File: config.mk
export PLATFORM = sky130hd
export DESIGN_NAME = adder_pipe
export DESIGN_NICKNAME = d
export VERILOG_FILES = /design/src/rtl/adder_pkg.sv /design/src/rtl/adder_pipe_slice.sv /design/src/rtl/adder_pipe.sv
export SDC_FILE = /design/constraint.sdc
export NUM_CORES = 1
export LEC_CHECK = 0
export ABC_CLOCK_PERIOD_IN_PS = 4590
export BUFFER_PORTS_ARGS = -buffer_cell sky130_fd_sc_hd__buf_2
export CAP_MARGIN = 20
export CORE_ASPECT_RATIO = 0.6
export CORE_UTILIZATION = 35
export DETAILED_ROUTE_END_ITERATION = 8
export GPL_TIMING_DRIVEN = 0
export PLACE_DENSITY_LB_ADDON = 0.2
export SETUP_SLACK_MARGIN = 0.5
export SKIP_CTS_REPAIR_TIMING = 1
export SLEW_MARGIN = 0
export SYNTH_ARGS = -nofsm -noshare
export SYNTH_HDL_FRONTEND = slang
export SYNTH_SLANG_ARGS = --single-unit
export TNS_END_PERCENT = 20
File: constraint.sdc
create_clock -name clk -period 4.59 [get_ports clk]
set_input_delay 0.2295 -clock clk [delete_from_list [all_inputs] [get_ports clk]]
set_output_delay 0.2295 -clock clk [all_outputs]
set_load 0.1 [all_outputs]
File: src/rtl/adder_pkg.sv
// Shared sizing helper and token control bits for the pipelined adder family.
// Data buses stay outside the struct so WIDTH can remain a module parameter.
package adder_pkg;

    function automatic int slice_w(input int width, input int stages);
        return width / stages;
    endfunction

    typedef struct packed {
        logic vld;
        logic carry;
    } tok_ctl_t;

endpackage

File: src/rtl/adder_pipe_slice.sv
// One SLICE-bit carry-chained add stage with its token register and advance logic.
// Latency: 1 cycle. Backpressure: holds its token while dn_rdy is low; ready when empty or advancing.
// With ADDER_PIPE_OVF_EN defined, also registers the signed-overflow flag for the sum so far.
module adder_pipe_slice
    import adder_pkg::*;
#(
    parameter int WIDTH  = 16,
    parameter int STAGES = 4,
    parameter int IDX    = 0
) (
    input  logic             clk,
    input  logic             rst_n,
    input  tok_ctl_t         up_ctl,
    input  logic [WIDTH-1:0] up_sum,
    input  logic [WIDTH-1:0] up_x,
    input  logic [WIDTH-1:0] up_y,
    output logic             up_rdy,
    output tok_ctl_t         dn_ctl,
    output logic [WIDTH-1:0] dn_sum,
    output logic [WIDTH-1:0] dn_x,
    output logic [WIDTH-1:0] dn_y,
    input  logic             dn_rdy
`ifdef ADDER_PIPE_OVF_EN
    ,
    output logic             dn_ovf
`endif
);

    localparam int SLICE = slice_w(WIDTH, STAGES);
    localparam int LO    = IDX * SLICE;

    tok_ctl_t         ctl_q, ctl_d;
    logic [WIDTH-1:0] sum_q, sum_d;
    logic [WIDTH-1:0] x_q, x_d;
    logic [WIDTH-1:0] y_q, y_d;
    logic [SLICE:0]   part;
    logic             adv;
    logic             load;

    always_comb begin
        part   = {1'b0, up_x[LO +: SLICE]} + {1'b0, up_y[LO +: SLICE]}
               + {{SLICE{1'b0}}, up_ctl.carry};
        adv    = ctl_q.vld && dn_rdy;
        up_rdy = !ctl_q.vld || adv;
        load   = up_ctl.vld && up_rdy;

        ctl_d = ctl_q;
        sum_d = sum_q;
        x_d   = x_q;
        y_d   = y_q;
        // Valid follows upstream whenever this stage frees up, so bubbles collapse.
        if (up_rdy) begin
            ctl_d.vld = up_ctl.vld;
        end
        if (load) begin
            ctl_d.carry       = part[SLICE];
            sum_d             = up_sum;
            sum_d[LO +: SLICE] = part[SLICE-1:0];
            x_d               = up_x;
            y_d               = up_y;
        end
    end

    always_ff @(posedge clk or negedge rst_n) begin
        if (!rst_n) begin
            ctl_q <= '0;
            sum_q <= '0;
            x_q   <= '0;
            y_q   <= '0;
        end else begin
            ctl_q <= ctl_d;
            sum_q <= sum_d;
            x_q   <= x_d;
            y_q   <= y_d;
        end
    end

    assign dn_ctl = ctl_q;
    assign dn_sum = sum_q;
    assign dn_x   = x_q;
    assign dn_y   = y_q;

`ifdef ADDER_PIPE_OVF_EN
    logic ovf_q, ovf_d;

    // Only meaningful in the last stage, where sum_d holds the complete sum.
    always_comb begin
        ovf_d = ovf_q;
        if (load) begin
            ovf_d = (up_x[WIDTH-1] == up_y[WIDTH-1]) && (sum_d[WIDTH-1] != up_x[WIDTH-1]);
        end
    end

    always_ff @(posedge clk or negedge rst_n) begin
        if (!rst_n) begin
            ovf_q <= 1'b0;
        end else begin
            ovf_q <= ovf_d;
        end
    end

    assign dn_ovf = ovf_q;
`endif

endmodule

File: src/rtl/adder_pipe.sv
// Pipelined WIDTH-bit ripple-carry adder (x + y + cin) split into STAGES carry-chained slices; ovf port via ADDER_PIPE_OVF_EN.
// Latency: STAGES register stages (result valid STAGES-1 edges after the accepting edge); 1 add/cycle.
// Backpressure: full valid/ready; outputs held stable while out_valid && !out_ready, in_ready drops when full.
module adder_pipe
    import adder_pkg::*;
#(
    parameter int WIDTH  = 16,
    parameter int STAGES = 4
) (
    input  logic             clk,
    input  logic             rst_n,
    input  logic             in_valid,
    output logic             in_ready,
    input  logic [WIDTH-1:0] x,
    input  logic [WIDTH-1:0] y,
    input  logic             cin,
    output logic             out_valid,
    input  logic             out_ready,
    output logic [WIDTH-1:0] sum,
    output logic             cout
`ifdef ADDER_PIPE_OVF_EN
    ,
    output logic             ovf
`endif
);

    generate
        if (STAGES < 1 || (WIDTH % STAGES) != 0) begin : g_bad_cfg
            $error("adder_pipe: WIDTH must be a multiple of STAGES and STAGES >= 1");
        end
    endgenerate

    // Index k is the input of slice k; index STAGES is the pipeline output.
    tok_ctl_t         ctl_s [STAGES+1];
    logic [WIDTH-1:0] sum_s [STAGES+1];
    logic [WIDTH-1:0] x_s   [STAGES+1];
    logic [WIDTH-1:0] y_s   [STAGES+1];
    logic             rdy_s [STAGES+1];
`ifdef ADDER_PIPE_OVF_EN
    logic             ovf_s [STAGES];
`endif

    assign ctl_s[0].vld   = in_valid;
    assign ctl_s[0].carry = cin;
    assign sum_s[0]       = '0;
    assign x_s[0]         = x;
    assign y_s[0]         = y;
    assign rdy_s[STAGES]  = out_ready;
    assign in_ready       = rdy_s[0];

    for (genvar k = 0; k < STAGES; k++) begin : g_stage
        adder_pipe_slice #(
            .WIDTH  (WIDTH),
            .STAGES (STAGES),
            .IDX    (k)
        ) u_slice (
            .clk    (clk),
            .rst_n  (rst_n),
            .up_ctl (ctl_s[k]),
            .up_sum (sum_s[k]),
            .up_x   (x_s[k]),
            .up_y   (y_s[k]),
            .up_rdy (rdy_s[k]),
            .dn_ctl (ctl_s[k+1]),
            .dn_sum (sum_s[k+1]),
            .dn_x   (x_s[k+1]),
            .dn_y   (y_s[k+1]),
            .dn_rdy (rdy_s[k+1])
`ifdef ADDER_PIPE_OVF_EN
            ,
            .dn_ovf (ovf_s[k])
`endif
        );
    end

    assign out_valid = ctl_s[STAGES].vld;
    assign sum       = sum_s[STAGES];
    assign cout      = ctl_s[STAGES].carry;
`ifdef ADDER_PIPE_OVF_EN
    assign ovf       = ovf_s[STAGES-1];
`endif

endmodule

==> out/results.tsv <==
stage	metric	value	unit
timing	setup ws final	2.77	ns
detailed_routing	Wirelength per Cell	14.0	um
setup_path	cell count of the worst reg-to-reg path	5	
yosys	Syn Area/Cell	14.6	sq um
global_route	wire length of the first global-routing pass	12.0	mm
yosys	Post-Synth Adder-Cell Area	7.54	%
setup_path	worst reg2reg startpoint	g_stage[1].u_slice.dn_ctl[0]$_DFFE_PN0P_	
timing	fmax	551	MHz
yosys	post-synthesis compound-gate area fraction	4.65	%
clocking	CTS root buf	clkbuf_16	
setup_path	Setup crit end kind	register	
job	max_cap viols	0	
clocking	Clock Sinks	96	
timing	Period minus WS final	1.82	ns
setup_path	FF-to-FF End	g_stage[2].u_slice.dn_ctl[0]$_DFFE_PN0P_	
detailed_routing	DRC violations left	0	
detailed_routing	final wirelength	7.23	mm
yosys	post-synthesis cell count	282	
global_route	largest net degree at the start of global routing	70	
detailed_routing	total number of vias	2273	
yosys	Mapped Nets	339	
timing	TNS Setup	0	ns
yosys	share of the synthesized area in the top cell type	58.4	%
die	Die W	142	um
place	Post-Place Setup Slack	2.77	ns
die	initial core utilization	36.2	%
timing	headroom to the max-slew limit	66.8	%
finish	nets@finish	407	
yosys	largest family of logic cells by synthesized area	multiplexers	
yosys	cell type with the largest total area after synthesis	dfrtp_1	
clocking	cts bufs inserted	9	
detailed_routing	Final ANT Viol Nets	0	
clocking	CTS tree	done	
detailed_routing	DRT Pass-1 Iters	4	
timing	Max Slew Vio Count	0	
place	hpwl dp	5.20	mm
timing	final worst-path cycle share	39.6	%
setup_path	crit path to	g_stage[2].u_slice.dn_ctl[0]$_DFFE_PN0P_	
clocking	Worst-path clk slew	0.06	ns
setup_path	CP arrival	2.04	ns
setup_path	startpoint type of the worst setup path	register	
yosys	post-synthesis cell area	0.00411	sq mm
setup_path	CP startpoint	g_stage[1].u_slice.dn_ctl[0]$_DFFE_PN0P_	
timing	RSZ-0062 raised after global routing	false	
place	DP Area	0.00462	sq mm
timing	Fin. Hold Viols	0	
die	Floorplan Core Area	0.0114	sq mm
status	status	complete, no violations	
die	Row Count	30	
clocking	Longest Clk Path Bufs	2	
die	DIE AREA	0.0122	sq mm
place	port bufs	55	
detailed_routing	DRT iter0 DRCs	63	
power_and_ir_drop	total power	3.38	mW
finish	commonest non-fill, non-tap cell in the layout	dfrtp_1	
yosys	#FFs+latches synth	96	
power_and_ir_drop	maximum vdd drop	0.322	mV
global_route	Overflow after GRT	0	
clocking	H-tree Lvls	3	
setup_path	reg-to-reg slack, setup	2.77	ns
timing	final setup vio count	0	
place	Final Wtd Congestion	0.717	
worst_hold_path	worst min path class	in -> reg	
timing	Worst-Margin Slew	0.501	ns
finish	n_diodes	0	
global_route	antenna violations before repair	0	
yosys	multiplexer area fraction after synthesis	21.1	%
die	Die Span Y	86.0	um
detailed_routing	detail-routed via count per cell	4.41	
finish	Util after Layout	43.5	%
yosys	Synth area leaders	dfrtp_1, mux2_2, fa_1	
finish	share of layout cells above drive strength 1	44.8	%
finish	highest-count cells in the layout ignoring fill and taps	dfrtp_1, mux2_2, buf_2	
clocking	clk_lat worst skew	0.34	ns
finish	P&R area growth vs syn	20.4	%
setup_path	Worst Path Class, Setup	reg -> reg	
finish	post-route cell area	0.00495	sq mm
yosys	xor/xnor share of the synthesized area	1.70	%
global_route	number of global-route vias before repair	2313	
worst_hold_path	Hold Crit Depth	2	
yosys	simple-gate area share of the yosys netlist	3.26	%
setup_path	critical path peak fanout	2	
yosys	Yosys warnings	0	
global_route	GRT Total Usage	13.2	%
power_and_ir_drop	PD cells	682	mW/mm^2
die	io pins	56	
yosys	register area share after synthesis	58.4	%
timing	Final Skew	0.00614	ns
setup_path	Required @ worst endpoint	4.81	ns
power_and_ir_drop	Lkg Pwr	2.31	nW
yosys	synth unique cells	20	
==> where the power goes <==
group / leakage, nW / total (mW) / switching [mW] / internal, mW
Combinational: 1.02 / 1.29 / 0.867 / 0.426
Sequential: 1.13 / 1.29 / 0.157 / 1.13
Clock: 0.152 / 0.796 / 0.305 / 0.491
Total: 2.31 / 3.38 / 1.33 / 2.05
==> area by class of cell <==
type	instances	area, sq um
Buffer	10	88.8
Clock buffer	11	243
Clock inverter	5	80.1
Fill cell	1065	6420
Inverter	13	48.8
Multi-Input combinational cell	163	1570
Sequential cell	96	2400
Tap cell	160	200
Timing Repair Buffer	57	315
==> synth_stat cells <==
library cell,number
buf_2,2
o21ai_4,1
nand2b_1,4
nand3b_1,1
xnor2_1,1
nand4b_4,1
xor2_1,7
buf_6,5
a21oi_1,8
fa_1,8
nand2_1,19
inv_1,13
buf_4,3
mux2_1,2
mux2_2,75
a21o_1,8
ha_1,12
o21ai_0,15
or2_2,1
dfrtp_1,96
==> per-layer routing <==
layer / vias up / global-route usage (%) / wire length, um
met4: 0 / 3.52 / 70
met1: 1113 / 19.1 / 3860
li1: 1105 / - / -
met3: 10 / 5.03 / 345
met5: - / 0 / 0
met2: 45 / 18.4 / 2950
==> metrics by stage <==
stage,hold WS (ns),std cells
3_3_place_gp,0.456,497
4_1_cts,-0.184,514
6_report,0.105,515
3_5_place_dp,0.182,498
2_1_floorplan,-0.0661,282
5_1_grt,0.104,515
==> registers in the layout (all words and copies together) (netlist names) <==
name	flops
g_stage.u_slice.dn_ctl	8
g_stage.u_slice.dn_x	24
g_stage.u_slice.dn_sum	40
g_stage.u_slice.dn_y	24
==> how the worst min path moves through the flow <==
stage | startpoint | end
floorplan | rst_n | g_stage[0].u_slice.dn_ctl[0]$_DFFE_PN0P_
global placement | y[14] | g_stage[0].u_slice.dn_y[14]$_DFFE_PN0P_
detailed placement | rst_n | g_stage[0].u_slice.dn_y[9]$_DFFE_PN0P_
CTS | rst_n | g_stage[0].u_slice.dn_y[8]$_DFFE_PN0P_
global route | x[12] | g_stage[0].u_slice.dn_x[12]$_DFFE_PN0P_
finish | y[14] | g_stage[0].u_slice.dn_y[14]$_DFFE_PN0P_
==> worst max-delay path, stage by stage, from the launching register on <==
cell,delay [ns]
dfrtp_1,0.40
fa_1,0.46
fa_1,0.43
a21o_1,0.20
a21oi_1,0.13
o21ai_0,0.08
==> cell families (layout without fill, tap and decap cells) <==
kind of cell             after synthesis  after routing
AO/OA/AOI/OAI                         32             32
XOR/XNOR                               8              8
adder cells (fa/ha/maj)               20             20
buffers and inverters                 23             96
flip-flops                            96             96
multiplexers                          77             77
AND/OR/NAND/NOR                       26             26
Power figures use the tool's default switching activity.
